`src/rtl/motor_pkg.sv`:
```
// Shared motor-path types and defaults: servo decoder FSM states, nominal
// PWM widths and the 21-bit pulse-width type used by generator and decoder.
package motor_pkg;

  localparam int unsigned FRAME_CYCLES  = 2000000;
  localparam int unsigned CCW_WIDTH_DEF = 100000;
  localparam int unsigned CW_WIDTH_DEF  = 200000;
  localparam int unsigned PWM_WIDTH_W   = 21;

  typedef logic [PWM_WIDTH_W-1:0] pwm_width_t;

  typedef enum logic [1:0] {
    WAIT_LOW,
    WAIT_RISE,
    MEASURE
  } servo_dec_state_t;

  function automatic logic in_band(input pwm_width_t w, input pwm_width_t lo,
                                   input pwm_width_t hi);
    return (w >= lo) && (w <= hi);
  endfunction

endpackage

```
`src/rtl/pwm_edge_sync.sv`:
```
// Two-flop synchronizer for pwm_in with registered level/rise/fall outputs.
// Optional 4-cycle stability filter when SERVO_DEC_GLITCH_FILTER_EN is defined.
module pwm_edge_sync (
  input  logic clk,
  input  logic reset,
  input  logic pwm_in,
  output logic s,
  output logic rise,
  output logic fall
);

  logic sync1_reg, sync2_reg, filt_level;
  logic s_d_reg, rise_reg, fall_reg;

  // The pipe resets to "high" so a pulse already present at reset release
  // never produces a rise, and a low input only yields an ignored fall.
  always_ff @(posedge clk or negedge reset) begin
    if (!reset) begin
      sync1_reg <= 1'b1;
      sync2_reg <= 1'b1;
    end else begin
      sync1_reg <= pwm_in;
      sync2_reg <= sync1_reg;
    end
  end

`ifdef SERVO_DEC_GLITCH_FILTER_EN
  logic       filt_reg;
  logic [1:0] stable_cnt_reg;

  always_ff @(posedge clk or negedge reset) begin
    if (!reset) begin
      filt_reg       <= 1'b1;
      stable_cnt_reg <= 2'd0;
    end else if (sync2_reg == filt_reg) begin
      stable_cnt_reg <= 2'd0;
    end else if (stable_cnt_reg == 2'd3) begin
      filt_reg       <= sync2_reg;
      stable_cnt_reg <= 2'd0;
    end else begin
      stable_cnt_reg <= stable_cnt_reg + 2'd1;
    end
  end

  assign filt_level = filt_reg;
`else
  assign filt_level = sync2_reg;
`endif

  // Level, rise and fall are registered together so they stay cycle-aligned.
  always_ff @(posedge clk or negedge reset) begin
    if (!reset) begin
      s_d_reg  <= 1'b1;
      rise_reg <= 1'b0;
      fall_reg <= 1'b0;
    end else begin
      s_d_reg  <= filt_level;
      rise_reg <= filt_level & ~s_d_reg;
      fall_reg <= ~filt_level & s_d_reg;
    end
  end

  assign s    = s_d_reg;
  assign rise = rise_reg;
  assign fall = fall_reg;

endmodule

```
`src/rtl/servo_pulse_decoder.sv`:
```
// Measures servo PWM high time, decodes direction, flags out-of-band pulses
// and loss of signal. SERVO_DEC_GLITCH_FILTER_EN enables the input filter.
module servo_pulse_decoder
  import motor_pkg::*;
#(
  parameter int unsigned CCW_WIDTH = CCW_WIDTH_DEF,
  parameter int unsigned CW_WIDTH  = CW_WIDTH_DEF,
  parameter int unsigned TOL       = 10000,
  parameter int unsigned TIMEOUT   = FRAME_CYCLES + FRAME_CYCLES / 2
) (
  input  logic        clk,
  input  logic        reset,
  input  logic        pwm_in,
  output logic        direction,
  output logic [20:0] pulse_width,
  output logic        valid,
  output logic        error,
  output logic        active
);

  localparam pwm_width_t CCW_LO    = pwm_width_t'(CCW_WIDTH - TOL);
  localparam pwm_width_t CCW_HI    = pwm_width_t'(CCW_WIDTH + TOL);
  localparam pwm_width_t CW_LO     = pwm_width_t'(CW_WIDTH - TOL);
  localparam pwm_width_t CW_HI     = pwm_width_t'(CW_WIDTH + TOL);
  localparam logic [21:0] TIMEOUT_T = 22'(TIMEOUT);

  logic s, rise, fall;

  servo_dec_state_t state_reg, state_next;
  pwm_width_t       count_reg, count_next;
  pwm_width_t       width_reg, width_next;
  logic [21:0]      timer_reg, timer_next;
  logic             direction_reg, direction_next;
  logic             valid_reg, valid_next;
  logic             error_reg, error_next;
  logic             active_reg, active_next;
  logic             timeout_hit;

  pwm_edge_sync u_edge_sync (
    .clk   (clk),
    .reset (reset),
    .pwm_in(pwm_in),
    .s     (s),
    .rise  (rise),
    .fall  (fall)
  );

  always_ff @(posedge clk or negedge reset) begin
    if (!reset) begin
      state_reg     <= WAIT_LOW;
      count_reg     <= '0;
      width_reg     <= '0;
      timer_reg     <= '0;
      direction_reg <= 1'b0;
      valid_reg     <= 1'b0;
      error_reg     <= 1'b0;
      active_reg    <= 1'b0;
    end else begin
      state_reg     <= state_next;
      count_reg     <= count_next;
      width_reg     <= width_next;
      timer_reg     <= timer_next;
      direction_reg <= direction_next;
      valid_reg     <= valid_next;
      error_reg     <= error_next;
      active_reg    <= active_next;
    end
  end

  always_comb begin
    state_next     = state_reg;
    count_next     = count_reg;
    width_next     = width_reg;
    direction_next = direction_reg;
    valid_next     = 1'b0;
    error_next     = 1'b0;
    active_next    = active_reg;

    // Timeout is a single event on entry into saturation, not a level.
    timeout_hit = !rise && (timer_reg == TIMEOUT_T - 22'd1);
    if (rise)
      timer_next = '0;
    else if (timer_reg == TIMEOUT_T)
      timer_next = timer_reg;
    else
      timer_next = timer_reg + 22'd1;

    case (state_reg)
      WAIT_LOW: begin
        if (!s) state_next = WAIT_RISE;
      end
      WAIT_RISE: begin
        if (rise) begin
          state_next = MEASURE;
          count_next = pwm_width_t'(1);
        end
      end
      MEASURE: begin
        if (fall) begin
          state_next = WAIT_RISE;
          width_next = count_reg;
          if (in_band(count_reg, CCW_LO, CCW_HI)) begin
            direction_next = 1'b0;
            valid_next     = 1'b1;
          end else if (in_band(count_reg, CW_LO, CW_HI)) begin
            direction_next = 1'b1;
            valid_next     = 1'b1;
          end else begin
            error_next = 1'b1;
          end
        end else if (s && (count_reg != '1)) begin
          count_next = count_reg + 1'b1;
        end
      end
      default: state_next = WAIT_LOW;
    endcase

    if (valid_next) active_next = 1'b1;

    // Loss of signal overrides any pulse completing in the same cycle.
    if (timeout_hit) begin
      state_next     = WAIT_LOW;
      width_next     = width_reg;
      direction_next = direction_reg;
      valid_next     = 1'b0;
      error_next     = (state_reg == MEASURE);
      active_next    = 1'b0;
    end
  end

  assign direction   = direction_reg;
  assign pulse_width = width_reg;
  assign valid       = valid_reg;
  assign error       = error_reg;
  assign active      = active_reg;

endmodule

```
`config.mk`:
```
export PLATFORM = sky130hd
export DESIGN_NAME = servo_pulse_decoder
export DESIGN_NICKNAME = d
export VERILOG_FILES = /design/src/rtl/motor_pkg.sv /design/src/rtl/pwm_edge_sync.sv /design/src/rtl/servo_pulse_decoder.sv
export SDC_FILE = /design/constraint.sdc
export NUM_CORES = 1
export LEC_CHECK = 0
export CORE_UTILIZATION = 35
export DETAILED_ROUTE_END_ITERATION = 16
export DONT_BUFFER_PORTS = 1
export HOLD_SLACK_MARGIN = 0.06
export RECOVER_POWER = 50
export SYNTH_ARGS = -nofsm -noshare
export SYNTH_HDL_FRONTEND = slang
export SYNTH_SLANG_ARGS = --single-unit
```
`constraint.sdc`:
```
create_clock -name clk -period 2.3 [get_ports clk]
set_input_delay 0.46 -clock clk [delete_from_list [all_inputs] [get_ports clk]]
set_output_delay 0.46 -clock clk [all_outputs]
set_load 0.02 [all_outputs]
```
==> flow_metrics.py <==
metrics = {
    "floorplan": {
        "fp.dieArea_mm2": 0.0113,
        "floorplan.initialDensity_pct": 36.5,
        "io_pins": 28,
        "core_area_mm2": 0.0104,
        "die_y_um": 106,
        "rows": 37,
        "die_w_um": 106,
    },
    "grt": {
        "grt-ovfl-total": 0,
        "grt_max_degree": 76,
        "antenna_found_initial": 0,
        "grt_pass1_vias": 2768,
        "grt_use_total_pct": 16.2,
        "grt_pass1_wl_um": 14200,
    },
    "placed_design": {
        "place_inst": 510,
        "place.port_buffers": 0,
        "dpl.hpwl_um": 5720,
        "place_congestion": 0.859,
    },
    "critical_path": {
        "cp.required_ns": 2.52,
        "worst-endpoint-arrival_ns": 2.40,
        "slowest_delay_ns": 0.71,
        "end_kind": "flip-flop",
        "crit_chain": "or4b_2 > o41ai_2 > o211ai_1 > o21ai_2 > o22ai_1",
        "crit_slowest_cell": "or4b_2",
        "crit_fanout": 7,
        "critical_path_class": "flip-flop to flip-flop",
        "setup.worst_path.start_class": "flip-flop",
        "critPathBufInv": 0,
        "crit_family": "compound AO/OA/AOI/OAI gates",
    },
    "synth": {
        "synth_fp_nets": 385,
        "ys_top_cells_by_area": "dfrtp_1 (47%), mux2_2 (4.1%), nor2_1 (3.5%)",
        "synthTopCellsByCount": "dfrtp_1 (72), nor2_1 (35), nand2_1 (30)",
        "syn_area_mm2": 0.00380,
        "syn_inst": 378,
        "synth.most_common_cell": "dfrtp_1",
        "yosys_warnings": 0,
        "synth.distinct_cells": 59,
        "synth_top_flop_cell": "dfrtp_1",
        "synth-edff-count": 0,
        "synth.yosys.seq_area_share_pct": 49.4,
        "synth-seq-cells": 75,
        "ys_async_sr_fraction_pct": 100,
        "yosysTopAreaCellShare_pct": 47.4,
        "synth_area_leader_cell": "dfrtp_1",
        "syn_avg_cell_area_um2": 10.1,
    },
    "drt": {
        "first_iter_violations": 275,
        "final_antenna_net_count": 0,
        "totalWireLength_um": 8250,
        "vias": 2858,
        "firstDrtPassIters": 4,
        "drc": 0,
        "routedWlPerCell_um": 15.6,
        "routed_via_density": 5.40,
    },
    "timing": {
        "setup_viol": 0,
        "final_hold_viol_count": 0,
        "period_share_pct": 94.7,
        "tns_ns": 0,
        "slew_headroom_pct": 33.1,
        "rsz0062_at_grt": "false",
        "fmax_mhz": 459,
        "fin_skew_ns": 0.0106,
        "worst_slew_pin_slew_ns": 1.00,
        "period_minus_slack_ns": 2.18,
        "drv_slew": 0,
    },
    "clock_tree": {
        "clk_pin_slew_ns": 0.08,
        "clock_path_buffers": 2,
        "cts_made_buffers": 9,
        "cts_sinks": 75,
        "root_buffer": "clkbuf_8",
        "htreeDepth": 3,
        "cts_tree": "yes",
        "clock_latency_ns": 0.36,
    },
    "power_and_ir_drop": {
        "power_density_mw_per_mm2": 642,
        "vdd_drop_max_v": 0.000274,
        "p_leak_nw": 1.79,
        "power_mw": 2.73,
    },
    "status": {
        "outcome": "finished clean",
    },
    "cells_and_area": {
        "synthToLayoutAreaGrowth_pct": 11.6,
        "num-nets-final": 395,
        "drive_above_1_share_pct": 19.3,
        "fillCellCount": 1020,
        "largest_reg_flops": 22,
        "layoutNonFillerInstCount": 529,
        "antennaDiodeCount": 0,
    },
    "run": {
        "cap_violations": 0,
    },
    "hold_path": {
        "min_path_type": "input pin to flip-flop",
    },
}
==> layer usage <==
metal  global-route usage [%]  routed length, µm  vias to the layer above
met5                        0                  0                        -
met4                     7.94                198                        0
met3                     4.48                518                       15
met2                     22.7               3630                       80
met1                     22.8               3900                     1383
li1                         -                  -                     1380
==> path summary, 6_finish.rpt <==
path,end,slack (ns),from,depth (start not counted)
max in group asynchronous,count_reg[13]$_DFFE_PN0P_,0.72,reset,2
setup / recovery,error$_DFF_PN0_,0.12,count_reg[14]$_DFFE_PN0P_,5
hold reg to reg,u_edge_sync.filt_level$_DFF_PN1_,0.36,u_edge_sync.sync1_reg$_DFF_PN1_,0
min in group asynchronous,count_reg[0]$_DFFE_PN0P_,0.89,reset,2
hold / removal,u_edge_sync.sync1_reg$_DFF_PN1_,0.1,pwm_in,0
setup reg to reg,error$_DFF_PN0_,0.12,count_reg[14]$_DFFE_PN0P_,5
==> through the flow <==
stage          utilization [%]  instance area, µm²  setup slack, ns  hold WS (ns)
2_1_floorplan                -                3800            0.322         0.164
5_1_grt                   40.8                4250           0.0166        0.0717
3_5_place_dp              38.7                4030            0.107         0.168
3_3_place_gp              38.7                4030            0.109         0.168
6_report                  40.8                4250            0.123        0.0990
4_1_cts                   40.7                4240           0.0952        0.0750
==> layout make-up <==
| cell class | instances | area (µm²) | area share, % |
|---|---|---|---|
| clock buffer | 9 | 124 | 2.92 |
| clock inverter | 7 | 45.0 | 1.06 |
| inverter | 12 | 45.0 | 1.06 |
| multi-input combinational | 266 | 1780 | 42.0 |
| sequential | 75 | 1880 | 44.3 |
| tap | 136 | 170 | 4.01 |
| timing repair buffer | 24 | 195 | 4.60 |
==> power by group <==
| part | switching, mW | leakage, nW | internal, mW |
|---|---|---|---|
| Clock | 0.498 | 0.0770 | 0.384 |
| Combinational | 0.222 | 0.698 | 0.135 |
| Sequential | 0.101 | 1.02 | 1.39 |
| Total | 0.820 | 1.79 | 1.91 |
==> kinds of logic (layout without fill, tap and decap cells) <==
logic type	Yosys count	count (layout)	synth area share, %
AND/OR/NAND/NOR	154	154	22.4
flip-flops	75	75	49.4
buffers and inverters	37	52	4.41
adder cells (fa/ha/maj)	4	4	1.32
AO/OA/AOI/OAI	71	71	13.0
multiplexers	15	15	4.41
XOR/XNOR	22	22	5.07
==> timing repair <==
| action | in CTS | in global routing |
|---|---|---|
| buffers inserted | 0 | 1 |
| endpoints found under the setup margin | 0 | 4 |
| gates resized for setup | 0 | 5 |
| hold buffers | 2 | 0 |
| endpoints found under the hold margin | 75 | 0 |
==> cell usage in the layout, fill, tap and decap left out, drive strengths merged, types with 10 or more instances in the layout <==
| cell | count |
|---|---|
| nor2 | 35 |
| xor2 | 12 |
| a21oi | 14 |
| inv | 12 |
| nand2 | 30 |
| buf | 22 |
| mux2 | 14 |
| nand3 | 21 |
| o21ai | 22 |
| clkbuf | 10 |
| nand4 | 10 |
| dfrtp | 72 |
| xnor2 | 10 |
No activity file was read; power rests on OpenSTA's default activity.
